**src/rtl/vga_pkg.sv**
```systemverilog
// Shared VGA constants: pattern mode encodings, colour-bar table and the
// 1024x768@60 timing used as the generator's default.
package vga_pkg;

  typedef enum logic [1:0] {
    MODE_SOLID  = 2'd0,
    MODE_BORDER = 2'd1,
    MODE_BARS   = 2'd2,
    MODE_CHECK  = 2'd3
  } mode_e;

  // One {r,g,b} on/off triple per bar, index 0 (left) at the LSB end:
  // white, yellow, cyan, green, magenta, red, blue, black.
  localparam logic [7:0][2:0] BAR_RGB = {
    3'b000, 3'b001, 3'b100, 3'b101, 3'b010, 3'b011, 3'b110, 3'b111
  };

  localparam int unsigned VGA1024_H_ACTIVE = 1024;
  localparam int unsigned VGA1024_H_FP     = 24;
  localparam int unsigned VGA1024_H_SYNC   = 136;
  localparam int unsigned VGA1024_H_BP     = 160;
  localparam int unsigned VGA1024_V_ACTIVE = 768;
  localparam int unsigned VGA1024_V_FP     = 3;
  localparam int unsigned VGA1024_V_SYNC   = 6;
  localparam int unsigned VGA1024_V_BP     = 29;

  function automatic logic [2:0] bar_rgb(input logic [2:0] idx);
    return BAR_RGB[idx];
  endfunction

endpackage

```
**src/rtl/vga_axis_counter.sv**
```systemverilog
// Wrapping 16-bit position counter for one screen axis; wrap_o flags the
// enabled step from LIMIT-1 back to 0.
module vga_axis_counter #(
  parameter int unsigned LIMIT = 2
) (
  input  logic        clk,
  input  logic        rst_n,
  input  logic        en_i,
  output logic [15:0] cnt_o,
  output logic        wrap_o
);

  localparam logic [15:0] LAST = 16'(LIMIT - 1);

  logic [15:0] cnt_q, cnt_d;

  assign wrap_o = en_i && (cnt_q == LAST);
  assign cnt_o  = cnt_q;

  always_comb begin
    cnt_d = cnt_q;
    if (en_i) cnt_d = (cnt_q == LAST) ? '0 : cnt_q + 16'd1;
  end

  always_ff @(posedge clk or negedge rst_n) begin
    if (!rst_n) cnt_q <= '0;
    else        cnt_q <= cnt_d;
  end

endmodule

```
**src/rtl/vga_timing_gen.sv**
```systemverilog
// Parametrised VGA timing and test-pattern generator with registered pins.
// Define VGA_COLORBAR_EN to build the colour-bar and checker patterns.
module vga_timing_gen
  import vga_pkg::*;
#(
  parameter int unsigned CLK_DIV  = 2,
  parameter int unsigned H_ACTIVE = VGA1024_H_ACTIVE,
  parameter int unsigned H_FP     = VGA1024_H_FP,
  parameter int unsigned H_SYNC   = VGA1024_H_SYNC,
  parameter int unsigned H_BP     = VGA1024_H_BP,
  parameter int unsigned V_ACTIVE = VGA1024_V_ACTIVE,
  parameter int unsigned V_FP     = VGA1024_V_FP,
  parameter int unsigned V_SYNC   = VGA1024_V_SYNC,
  parameter int unsigned V_BP     = VGA1024_V_BP,
  parameter bit          H_POL    = 1'b0,
  parameter bit          V_POL    = 1'b0,
  parameter int unsigned CW       = 4,
  parameter int unsigned BORDER   = 8,
  parameter int unsigned CHK_LOG2 = 5
) (
  input  logic              clk,
  input  logic              rst_n,
  input  logic [1:0]        mode,
  input  logic [3*CW-1:0]   fg_color,
  input  logic [3*CW-1:0]   bg_color,
  output logic              hsync,
  output logic              vsync,
  output logic              de,
  output logic [CW-1:0]     red,
  output logic [CW-1:0]     green,
  output logic [CW-1:0]     blue,
  output logic [15:0]       px_x,
  output logic [15:0]       px_y,
  output logic              frame_start
);

  localparam int unsigned H_TOT = H_ACTIVE + H_FP + H_SYNC + H_BP;
  localparam int unsigned V_TOT = V_ACTIVE + V_FP + V_SYNC + V_BP;
  localparam int unsigned DW    = (CLK_DIV > 1) ? $clog2(CLK_DIV) : 1;

  localparam logic [DW-1:0] DIV_LAST = DW'(CLK_DIV - 1);
  localparam logic [15:0] H_ACT16  = 16'(H_ACTIVE);
  localparam logic [15:0] V_ACT16  = 16'(V_ACTIVE);
  localparam logic [15:0] HS_BEG   = 16'(H_ACTIVE + H_FP);
  localparam logic [15:0] HS_END   = 16'(H_ACTIVE + H_FP + H_SYNC);
  localparam logic [15:0] VS_BEG   = 16'(V_ACTIVE + V_FP);
  localparam logic [15:0] VS_END   = 16'(V_ACTIVE + V_FP + V_SYNC);
  localparam logic [15:0] BRD16    = 16'(BORDER);
  localparam logic [15:0] H_BRD_HI = 16'(H_ACTIVE - BORDER);
  localparam logic [15:0] V_BRD_HI = 16'(V_ACTIVE - BORDER);

  if (H_TOT > 65535 || V_TOT > 65535) begin : g_bad_total
    $error("vga_timing_gen: H_TOT or V_TOT exceeds the 16-bit counters");
  end
  if (CLK_DIV < 1) begin : g_bad_div
    $error("vga_timing_gen: CLK_DIV must be at least 1");
  end
  if (CHK_LOG2 > 15) begin : g_bad_chk
    $error("vga_timing_gen: CHK_LOG2 must index a 16-bit coordinate");
  end

  logic [DW-1:0] div_q, div_d;
  logic          pix_ce;

  assign pix_ce = (div_q == DIV_LAST);
  assign div_d  = pix_ce ? '0 : div_q + 1'b1;

  always_ff @(posedge clk or negedge rst_n) begin
    if (!rst_n) div_q <= '0;
    else        div_q <= div_d;
  end

  logic [15:0] hcnt, vcnt;
  logic        h_wrap, v_wrap;

  vga_axis_counter #(.LIMIT(H_TOT)) u_hcnt (
    .clk   (clk),
    .rst_n (rst_n),
    .en_i  (pix_ce),
    .cnt_o (hcnt),
    .wrap_o(h_wrap)
  );

  vga_axis_counter #(.LIMIT(V_TOT)) u_vcnt (
    .clk   (clk),
    .rst_n (rst_n),
    .en_i  (h_wrap),
    .cnt_o (vcnt),
    .wrap_o(v_wrap)
  );

  logic            frame_origin, active, in_border, h_in_sync, v_in_sync;
  mode_e           mode_q, mode_cur;
  logic [3*CW-1:0] pat;

`ifdef VGA_COLORBAR_EN
  logic [2:0]      bar_idx, bar_on;
  logic [3*CW-1:0] bar_color;
  logic            chk_fg;

  // Bar index (x*8)/H_ACTIVE as a chain of constant compares on x*8.
  always_comb begin
    bar_idx = '0;
    for (int unsigned k = 1; k < 8; k++) begin
      if ({3'b000, hcnt, 3'b000} >= 22'(k * H_ACTIVE)) bar_idx = 3'(k);
    end
  end

  assign bar_on    = bar_rgb(bar_idx);
  assign bar_color = {{CW{bar_on[2]}}, {CW{bar_on[1]}}, {CW{bar_on[0]}}};
  assign chk_fg    = hcnt[CHK_LOG2] ^ vcnt[CHK_LOG2];
`endif

  always_comb begin
    frame_origin = (hcnt == '0) && (vcnt == '0);
    // The origin pixel already uses the freshly sampled mode, so a frame never mixes patterns.
    mode_cur     = frame_origin ? mode_e'(mode) : mode_q;
    active       = (hcnt < H_ACT16) && (vcnt < V_ACT16);
    h_in_sync    = (hcnt >= HS_BEG) && (hcnt < HS_END);
    v_in_sync    = (vcnt >= VS_BEG) && (vcnt < VS_END);
    in_border    = (hcnt < BRD16) || (hcnt >= H_BRD_HI) ||
                   (vcnt < BRD16) || (vcnt >= V_BRD_HI);
    pat          = fg_color;
    case (mode_cur)
      MODE_BORDER: pat = in_border ? fg_color : bg_color;
`ifdef VGA_COLORBAR_EN
      MODE_BARS:   pat = bar_color;
      MODE_CHECK:  pat = chk_fg ? fg_color : bg_color;
`endif
      default:     pat = fg_color;
    endcase
  end

  logic            hsync_q, vsync_q, de_q, fs_q;
  logic [3*CW-1:0] rgb_q;
  logic [15:0]     px_x_q, px_y_q;

  always_ff @(posedge clk or negedge rst_n) begin
    if (!rst_n) begin
      hsync_q <= ~H_POL;
      vsync_q <= ~V_POL;
      de_q    <= 1'b0;
      rgb_q   <= '0;
      px_x_q  <= '0;
      px_y_q  <= '0;
      fs_q    <= 1'b0;
      mode_q  <= MODE_SOLID;
    end else begin
      fs_q <= pix_ce && frame_origin;
      if (pix_ce) begin
        hsync_q <= h_in_sync ? H_POL : ~H_POL;
        vsync_q <= v_in_sync ? V_POL : ~V_POL;
        de_q    <= active;
        rgb_q   <= active ? pat : '0;
        px_x_q  <= hcnt;
        px_y_q  <= vcnt;
        if (frame_origin) mode_q <= mode_cur;
      end
    end
  end

  assign hsync       = hsync_q;
  assign vsync       = vsync_q;
  assign de          = de_q;
  assign red         = rgb_q[3*CW-1:2*CW];
  assign green       = rgb_q[2*CW-1:CW];
  assign blue        = rgb_q[CW-1:0];
  assign px_x        = px_x_q;
  assign px_y        = px_y_q;
  assign frame_start = fs_q;

endmodule

```
**config.mk**
```make
export PLATFORM = sky130hd
export DESIGN_NAME = vga_timing_gen
export DESIGN_NICKNAME = d
export VERILOG_FILES = /design/src/rtl/vga_pkg.sv /design/src/rtl/vga_axis_counter.sv /design/src/rtl/vga_timing_gen.sv
export SDC_FILE = /design/constraint.sdc
export NUM_CORES = 1
export LEC_CHECK = 0
export BUFFER_PORTS_ARGS = -buffer_cell sky130_fd_sc_hd__buf_2
export CORE_ASPECT_RATIO = 1.25
export CORE_UTILIZATION = 35
export DETAILED_ROUTE_END_ITERATION = 10
export GPL_TIMING_DRIVEN = 0
export PLACE_DENSITY = 0.6
export SYNTH_ARGS = -nofsm -noshare
export SYNTH_HDL_FRONTEND = slang
export SYNTH_SLANG_ARGS = --single-unit
```
**constraint.sdc**
```tcl
create_clock -name clk -period 2.67 [get_ports clk]
set_clock_uncertainty 0.2 [all_clocks]
set_input_delay 0.267 -clock clk [delete_from_list [all_inputs] [get_ports clk]]
set_output_delay 0.267 -clock clk [all_outputs]
set_load 0.01 [all_outputs]
```
# Yosys cells after proc, flatten, opt, wreduce, memory -nomap -nowiden
# Cells that the tools add are included.
[totals]
register_bits = 83
in_bits = 28
[op_classes]
addsub = 3
magnitude_cmp = 10
reduce_logical = 12
mux = 9
eq_ne = 3
[op_table]
columns = ["cell", "n"]
rows = [
  ["$ge 16x10->1 const B", 3],
  ["$mux 12", 3],
  ["$add 16x1->16 const B", 2],
  ["$logic_not 16->1", 2],
  ["$lt 16x10->1 const B", 2],
  ["$lt 16x11->1 const B", 2],
  ["$lt 16x4->1 const B", 2],
  ["$mux 16", 2],
  ["$eq 16x10->1 const B", 1],
  ["$eq 16x11->1 const B", 1],
  ["$ge 16x11->1 const B", 1],
  ["$logic_and 1x1->1", 6],
  ["$logic_or 1x1->1", 3],
  ["$mux 1", 3],
  ["$eq 2x1->1 const B", 1],
  ["$mux 2", 1],
  ["$reduce_and 2->1", 1],
  ["$add 1x1->1 const B", 1],
]

# Logic depth before layout (Yosys ltp)
[logic_depth]
ltp_word = 7
mapped_depth = 8

# By module
# A second synthesis with hierarchy kept.
[hier_totals]
cells_unflattened = 346
area_unflattened_um2 = 4083.9
[modules_own_cells]
columns = ["module", "cells_each", "instances", "area_per_inst_um2"]
rows = [
  ["vga_timing_gen", 188, 1, 2386.0],
  ["vga_axis_counter (u_hcnt)", 82, 1, 873.3],
  ["vga_axis_counter (u_vcnt)", 76, 1, 824.5],
]

# Worst setup path after synthesis
# Ideal clock, no wire load.
[synth_timing]
path_type = "register -> register"
start = "reg u_vcnt.cnt_q[4] (netlist: u_vcnt.cnt_o[4])"
end = "reg mode_q[0]"
path_stages_with_launch = 6
required_ps = 2342
arrival_time_ps = 1992
slack_ps = 350
cell_sequence = "dfrtp_1 > buf_6 > or4_4 > or4_4 > nor3_2 > mux2_1"
[synth_via]
elab_chain_len = 3
word_cells_on_any_way = 4
classes_between = "mux (1); reduce/logical (3)"
[synth_rtl]
columns = ["item", "line_no", "source"]
rows = [
  ["start, declared", "vga_axis_counter.sv:15", "logic [15:0] cnt_q, cnt_d;"],
  ["start signal, assigned", "vga_axis_counter.sv:27", "else cnt_q <= cnt_d;"],
  ["$logic_not 16->1 *", "vga_timing_gen.sv:115", "frame_origin = (hcnt == '0) && (vcnt == '0);"],
  ["$logic_and 1x1->1 *", "vga_timing_gen.sv:115", ""],
  ["$mux 2 / $reduce_and 2->1 (equally long branches)", "-", ""],
  ["end signal, assigned", "vga_timing_gen.sv:157", "if (frame_origin) mode_q <= mode_cur;"],
  ["end, declared", "vga_timing_gen.sv:93", "mode_e mode_q, mode_cur;"],
]
# Every way passes the cells marked *; elsewhere a longest branch is shown, timed or not.
# A chain may end at the register's enable or synchronous reset.

# Worst setup path after layout
[layout_timing]
start = "reg u_hcnt.cnt_q[13] (netlist: u_hcnt.cnt_o[13])"
end = "reg u_vcnt.cnt_q[15] (netlist: u_vcnt.cnt_o[15])"
[layout_via]
elab_chain_len = 2
[layout_rtl]
columns = ["item", "line_no", "source"]
rows = [
  ["start, declared", "vga_axis_counter.sv:15", ""],
  ["start signal, assigned", "vga_axis_counter.sv:27", ""],
  ["$eq 16x11->1", "vga_axis_counter.sv:17", "assign wrap_o = en_i && (cnt_q == LAST);"],
  ["$logic_and 1x1->1", "vga_axis_counter.sv:17", ""],
]
# Every way passes these cells.

==> metrics.txt <==
# TYPE chip_impl_metric gauge
chip_impl_metric{name="switching_share_of_power",unit=""} 0.197
chip_impl_info{name="critical_path.slowest_cell",value="sky130_fd_sc_hd__nand4_1"} 1
chip_impl_metric{name="floorplan.initialDensity",unit=""} 0.359
chip_impl_metric{name="number_of_remaining_drc_errors",unit=""} 0
chip_impl_info{name="synth_top_cell_by_area",value="sky130_fd_sc_hd__dfrtp_1"} 1
chip_impl_metric{name="use_met1",unit=""} 0.200
chip_impl_info{name="startpoint_type",value="flop"} 1
chip_impl_metric{name="floorplan.core_area",unit="sq um"} 11000
chip_impl_metric{name="route.final.wire_length",unit="um"} 9240
chip_impl_metric{name="worst_slew_pin_slew",unit="ps"} 675
chip_impl_info{name="end_kind",value="flop"} 1
chip_impl_metric{name="finalCritPeriodShare",unit=""} 0.956
chip_impl_metric{name="synth_edf_count",unit=""} 0
chip_impl_metric{name="port-buffer-count",unit=""} 75
chip_impl_metric{name="floorplan.io_pins",unit=""} 76
chip_impl_info{name="clock-root-buffer",value="sky130_fd_sc_hd__clkbuf_16"} 1
chip_impl_metric{name="insertedDiodeCount",unit=""} 0
chip_impl_info{name="type_of_the_tightest_min_delay_check",value="input port to flop"} 1
chip_impl_metric{name="cts.htree.levels",unit=""} 3
chip_impl_metric{name="timing.critical_path.arrival",unit="ps"} 2580
chip_impl_metric{name="syn_inst",unit=""} 349
chip_impl_metric{name="worstPathMaxFanout",unit=""} 8
chip_impl_metric{name="worst-endpoint-required",unit="ps"} 2700
chip_impl_metric{name="cts.clk_slew.worst_paths",unit="ps"} 60
chip_impl_metric{name="floorplan.die.height",unit="um"} 121
chip_impl_metric{name="synth-seq-cells",unit=""} 83
chip_impl_metric{name="setup_tns",unit="ps"} 0
chip_impl_metric{name="clkLatencyLatePin",unit="ps"} 350
chip_impl_metric{name="synth.avg_cell_area",unit="sq um"} 11.3
chip_impl_metric{name="slew_headroom",unit=""} 0.550
chip_impl_metric{name="layout-drive-gt1-share",unit=""} 0.333
chip_impl_metric{name="max_cap_violations",unit=""} 0
chip_impl_metric{name="static-leakage-power",unit="nW"} 2.45
chip_impl_metric{name="power.net_switching",unit="W"} 0.000548
chip_impl_info{name="outcome",value="finished clean"} 1
chip_impl_metric{name="routabilityCongestion",unit=""} 0.826
chip_impl_metric{name="drt_iter0_drc",unit=""} 165
chip_impl_metric{name="final-seq-area",unit="sq um"} 2080
chip_impl_metric{name="maxSlewViolCount",unit=""} 0
chip_impl_metric{name="synth-async-reset-ratio",unit=""} 1.00
chip_impl_metric{name="sequentialPowerShare",unit=""} 0.457
chip_impl_metric{name="die_width",unit="um"} 97.1
chip_impl_info{name="post_synth_main_area_contributors",value="sky130_fd_sc_hd__dfrtp_1, sky130_fd_sc_hd__mux2_2, sky130_fd_sc_hd__xnor2_1, sky130_fd_sc_hd__nand3_1, sky130_fd_sc_hd__a31o_1"} 1
chip_impl_metric{name="die-area",unit="sq um"} 11700
chip_impl_info{name="cts_tree",value="yes"} 1
chip_impl_metric{name="cell_internal_pwr",unit="W"} 0.00224
chip_impl_metric{name="antenna_found_initial",unit=""} 0
chip_impl_metric{name="power.density",unit="nW/um^2"} 553
chip_impl_metric{name="gr-usage-met3",unit=""} 0.0300
chip_impl_metric{name="max_stage_delay",unit="ps"} 470
chip_impl_metric{name="number_of_cells_after_detailed_placement",unit=""} 560
chip_impl_metric{name="final-hold-violation-count",unit=""} 0
chip_impl_metric{name="min_period",unit="ps"} 2550
chip_impl_metric{name="timing.fmax",unit="MHz"} 392
chip_impl_info{name="crit_path_kind",value="flop to flop"} 1
chip_impl_info{name="grt_setup_unrepaired",value="no"} 1
chip_impl_metric{name="synth_seq_area_share",unit=""} 0.526
chip_impl_metric{name="comb_power_share",unit=""} 0.036
chip_impl_metric{name="final-setup-viol-count",unit=""} 0
chip_impl_metric{name="final_cell_count_no_fill",unit=""} 592
chip_impl_metric{name="final.fill_count",unit=""} 1030
chip_impl_metric{name="grt_first_pass_wirelength",unit="um"} 15100
chip_impl_metric{name="routed_via_density",unit=""} 5.22
chip_impl_info{name="cp_cell_sequence",value="nor4_4 -> nand4_1 -> nor4_4 -> buf_4 -> nand4_1 -> xnor2_1"} 1
chip_impl_metric{name="clock_power_share",unit=""} 0.507
chip_impl_metric{name="grtUsageTotal",unit=""} 0.165
chip_impl_metric{name="via_count_of_the_first_global_routing_pass",unit=""} 2985
chip_impl_metric{name="synth_cell_type_count",unit=""} 53
chip_impl_metric{name="layout-area-overhead-vs-synth",unit="%"} 27.3
chip_impl_metric{name="tritoncts.num_buffers",unit=""} 9
chip_impl_metric{name="globalRoute.totalOverflow",unit=""} 0
chip_impl_metric{name="layout.nets",unit=""} 486
chip_impl_metric{name="first_pass_iters",unit=""} 5
chip_impl_metric{name="post-synth-top-area-fraction",unit=""} 0.512
chip_impl_metric{name="post_synth_instance_area",unit="sq um"} 3960
chip_impl_metric{name="placementRows",unit=""} 43
chip_impl_metric{name="place.detailed.hpwl",unit="um"} 6490
chip_impl_metric{name="final_antenna_net_count",unit=""} 0
chip_impl_metric{name="worstPathBufferInverterCount",unit=""} 1
chip_impl_info{name="top_flip_flop_cell_by_instance_count_after_synthesis",value="sky130_fd_sc_hd__dfrtp_1"} 1
chip_impl_metric{name="multi_input_area",unit="sq um"} 1670
chip_impl_metric{name="syn_nets",unit=""} 383
chip_impl_info{name="grt_busiest_layer",value="met2"} 1
chip_impl_metric{name="pin_count_of_the_biggest_net_entering_global_routing",unit=""} 43
chip_impl_info{name="crit_family",value="simple AND/OR/NAND/NOR gates"} 1
chip_impl_metric{name="clock_path_buffers",unit=""} 2
chip_impl_metric{name="use_met2",unit=""} 0.270
chip_impl_metric{name="clock_tree_sinks",unit=""} 83
chip_impl_metric{name="post_drt_wl_per_cell",unit="um"} 15.6
chip_impl_metric{name="synth.yosys.warnings",unit=""} 0
chip_impl_metric{name="vias",unit=""} 3091
chip_impl_metric{name="ir_worst_vdd",unit="mV"} 0.287
[logic make-up (layout without fill, tap and decap cells)]
kind of cell,Yosys count,after routing,share of synthesized area
XOR/XNOR,21,21,0.0465
flip-flops,83,83,0.526
AND/OR/NAND/NOR,115,115,0.165
buffers and inverters,42,150,0.0528
adder cells (fa/ha/maj),6,6,0.0190
multiplexers,35,35,0.0993
AO/OA/AOI/OAI,47,47,0.0914
[final timing paths]
path                            cells after the start          endpoint  slack (ps)              from
worst min-delay path                                4          rgb_q[8]         160       bg_color[8]
min in group asynchronous                           2          px_y[12]         250             rst_n
worst min register to register                      1                de         270                de
max in group asynchronous                           3             hsync        1340             rst_n
worst max-delay path                                6  u_vcnt.cnt_o[15]         120  u_hcnt.cnt_o[13]
worst max register to register                      6  u_vcnt.cnt_o[15]         120  u_hcnt.cnt_o[13]
[flip-flops by register name, indices dropped and copies added, names as in the netlist]
| register | count |
|---|---|
| de | 1 |
| u_vcnt.cnt_o | 16 |
| u_hcnt.cnt_o | 16 |
| div_q | 1 |
| hsync | 1 |
| px_x | 16 |
| rgb_q | 12 |
| frame_start | 1 |
| px_y | 16 |
| mode_q | 2 |
| vsync | 1 |
[layout by cell type, fill, tap and decap left out, types with 2 or more instances in the layout]
cell,n
sky130_fd_sc_hd__dlygate4sd3_1,15
sky130_fd_sc_hd__ha_1,6
sky130_fd_sc_hd__nand3_1,23
sky130_fd_sc_hd__or4_4,2
sky130_fd_sc_hd__nor2_2,2
sky130_fd_sc_hd__nand2b_1,4
sky130_fd_sc_hd__dfstp_2,2
sky130_fd_sc_hd__o32ai_1,12
sky130_fd_sc_hd__or3_1,2
sky130_fd_sc_hd__buf_6,3
sky130_fd_sc_hd__a21oi_1,4
sky130_fd_sc_hd__a21o_1,3
sky130_fd_sc_hd__clkbuf_16,9
sky130_fd_sc_hd__buf_2,76
sky130_fd_sc_hd__bufinv_16,2
sky130_fd_sc_hd__dfrtp_1,81
sky130_fd_sc_hd__and3_1,6
sky130_fd_sc_hd__mux2_1,2
sky130_fd_sc_hd__nand2_1,25
sky130_fd_sc_hd__nor2_1,16
sky130_fd_sc_hd__buf_4,5
sky130_fd_sc_hd__clkbuf_8,4
sky130_fd_sc_hd__a31o_1,12
sky130_fd_sc_hd__nor3_1,8
sky130_fd_sc_hd__nor4_1,3
sky130_fd_sc_hd__nor4_4,2
sky130_fd_sc_hd__inv_1,19
sky130_fd_sc_hd__nand4_1,10
sky130_fd_sc_hd__xor2_1,6
sky130_fd_sc_hd__o31ai_1,2
sky130_fd_sc_hd__mux2_2,32
sky130_fd_sc_hd__o21ai_0,4
sky130_fd_sc_hd__clkbuf_1,12
sky130_fd_sc_hd__nor3_2,2
sky130_fd_sc_hd__o22ai_1,3
sky130_fd_sc_hd__xnor2_1,15
[power by group through the flow]
stage	registers, W	clock network [W]	logic [W]
2_1_floorplan	0.00130	0	0.0000179
4_1_cts	0.00127	0.00144	0.000102
6_report	0.00127	0.00141	0.000100
3_5_place_dp	0.00130	0	0.0000850
5_1_grt	0.00127	0.00148	0.000113
3_3_place_gp	0.00130	0	0.0000802
[synth_stat cells (2+ instances only)]
library cell,n
sky130_fd_sc_hd__or3_1,2
sky130_fd_sc_hd__nand2_1,25
sky130_fd_sc_hd__nor3_1,9
sky130_fd_sc_hd__nor4_4,2
sky130_fd_sc_hd__nand3_1,23
sky130_fd_sc_hd__o31ai_1,2
sky130_fd_sc_hd__xor2_1,6
sky130_fd_sc_hd__a21oi_1,4
sky130_fd_sc_hd__buf_6,3
sky130_fd_sc_hd__nor2_1,17
sky130_fd_sc_hd__nor4_1,3
sky130_fd_sc_hd__mux2_2,32
sky130_fd_sc_hd__o21ai_0,4
sky130_fd_sc_hd__o32ai_1,12
sky130_fd_sc_hd__ha_1,6
sky130_fd_sc_hd__or4_4,2
sky130_fd_sc_hd__a31o_1,12
sky130_fd_sc_hd__inv_1,19
sky130_fd_sc_hd__buf_2,2
sky130_fd_sc_hd__mux2_1,2
sky130_fd_sc_hd__clkbuf_1,12
sky130_fd_sc_hd__a21o_1,3
sky130_fd_sc_hd__dfrtp_1,81
sky130_fd_sc_hd__nand4_1,10
sky130_fd_sc_hd__dfstp_2,2
sky130_fd_sc_hd__xnor2_1,15
sky130_fd_sc_hd__nand2b_1,4
sky130_fd_sc_hd__buf_4,3
sky130_fd_sc_hd__and3_1,6
sky130_fd_sc_hd__o22ai_1,3
[per-layer routing]
layer	wire length (um)	share of wire	vias to the layer above
met5	0	0	-
met4	296	0.032	0
met3	425	0.046	20
met2	4640	0.50	94
met1	3870	0.42	1524
li1	-	-	1453
[worst reg2reg max path: stages (launching register included)]
cell and delay, ps:
sky130_fd_sc_hd__dfrtp_1 450, sky130_fd_sc_hd__nor4_4 430, sky130_fd_sc_hd__nand4_1 480, sky130_fd_sc_hd__nor4_4 400, sky130_fd_sc_hd__buf_4 210, sky130_fd_sc_hd__nand4_1 130, sky130_fd_sc_hd__xnor2_1 140
[per-stage QoR]
step / utilization / area [sq um] / hold WS, ps / setup WS (ps) / power (W)
5_1_grt: 0.456 / 5030 / 188 / 6.65 / 0.00287
6_report: 0.456 / 5030 / 159 / 117 / 0.00279
3_3_place_gp: 0.408 / 4500 / 260 / 33.0 / 0.00138
3_5_place_dp: 0.410 / 4520 / 103 / 35.5 / 0.00138
2_1_floorplan: - / 3960 / -229 / 350 / 0.00132
4_1_cts: 0.456 / 5020 / 155 / 12.7 / 0.00282
[layout make-up]
class,instances,area share
repair buffers,92,0.110
flip-flops and latches,83,0.413
clock buffers,13,0.0557
plain buffers,22,0.0266
inverters,20,0.0149
multi-input cells,224,0.333
clock inverters,3,0.0134
well taps,135,0.0335
[what timing repair did]
item | 4_1_cts | 5_1_grt
hold buffers | 15 | 0
buffers inserted | 0 | 1
gates resized for setup | 1 | 1
endpoints found under the setup margin | 1 | 9
pin swaps | 0 | 1
hold endpoints to repair | 54 | 0
(Power assumes the default switching activity.)
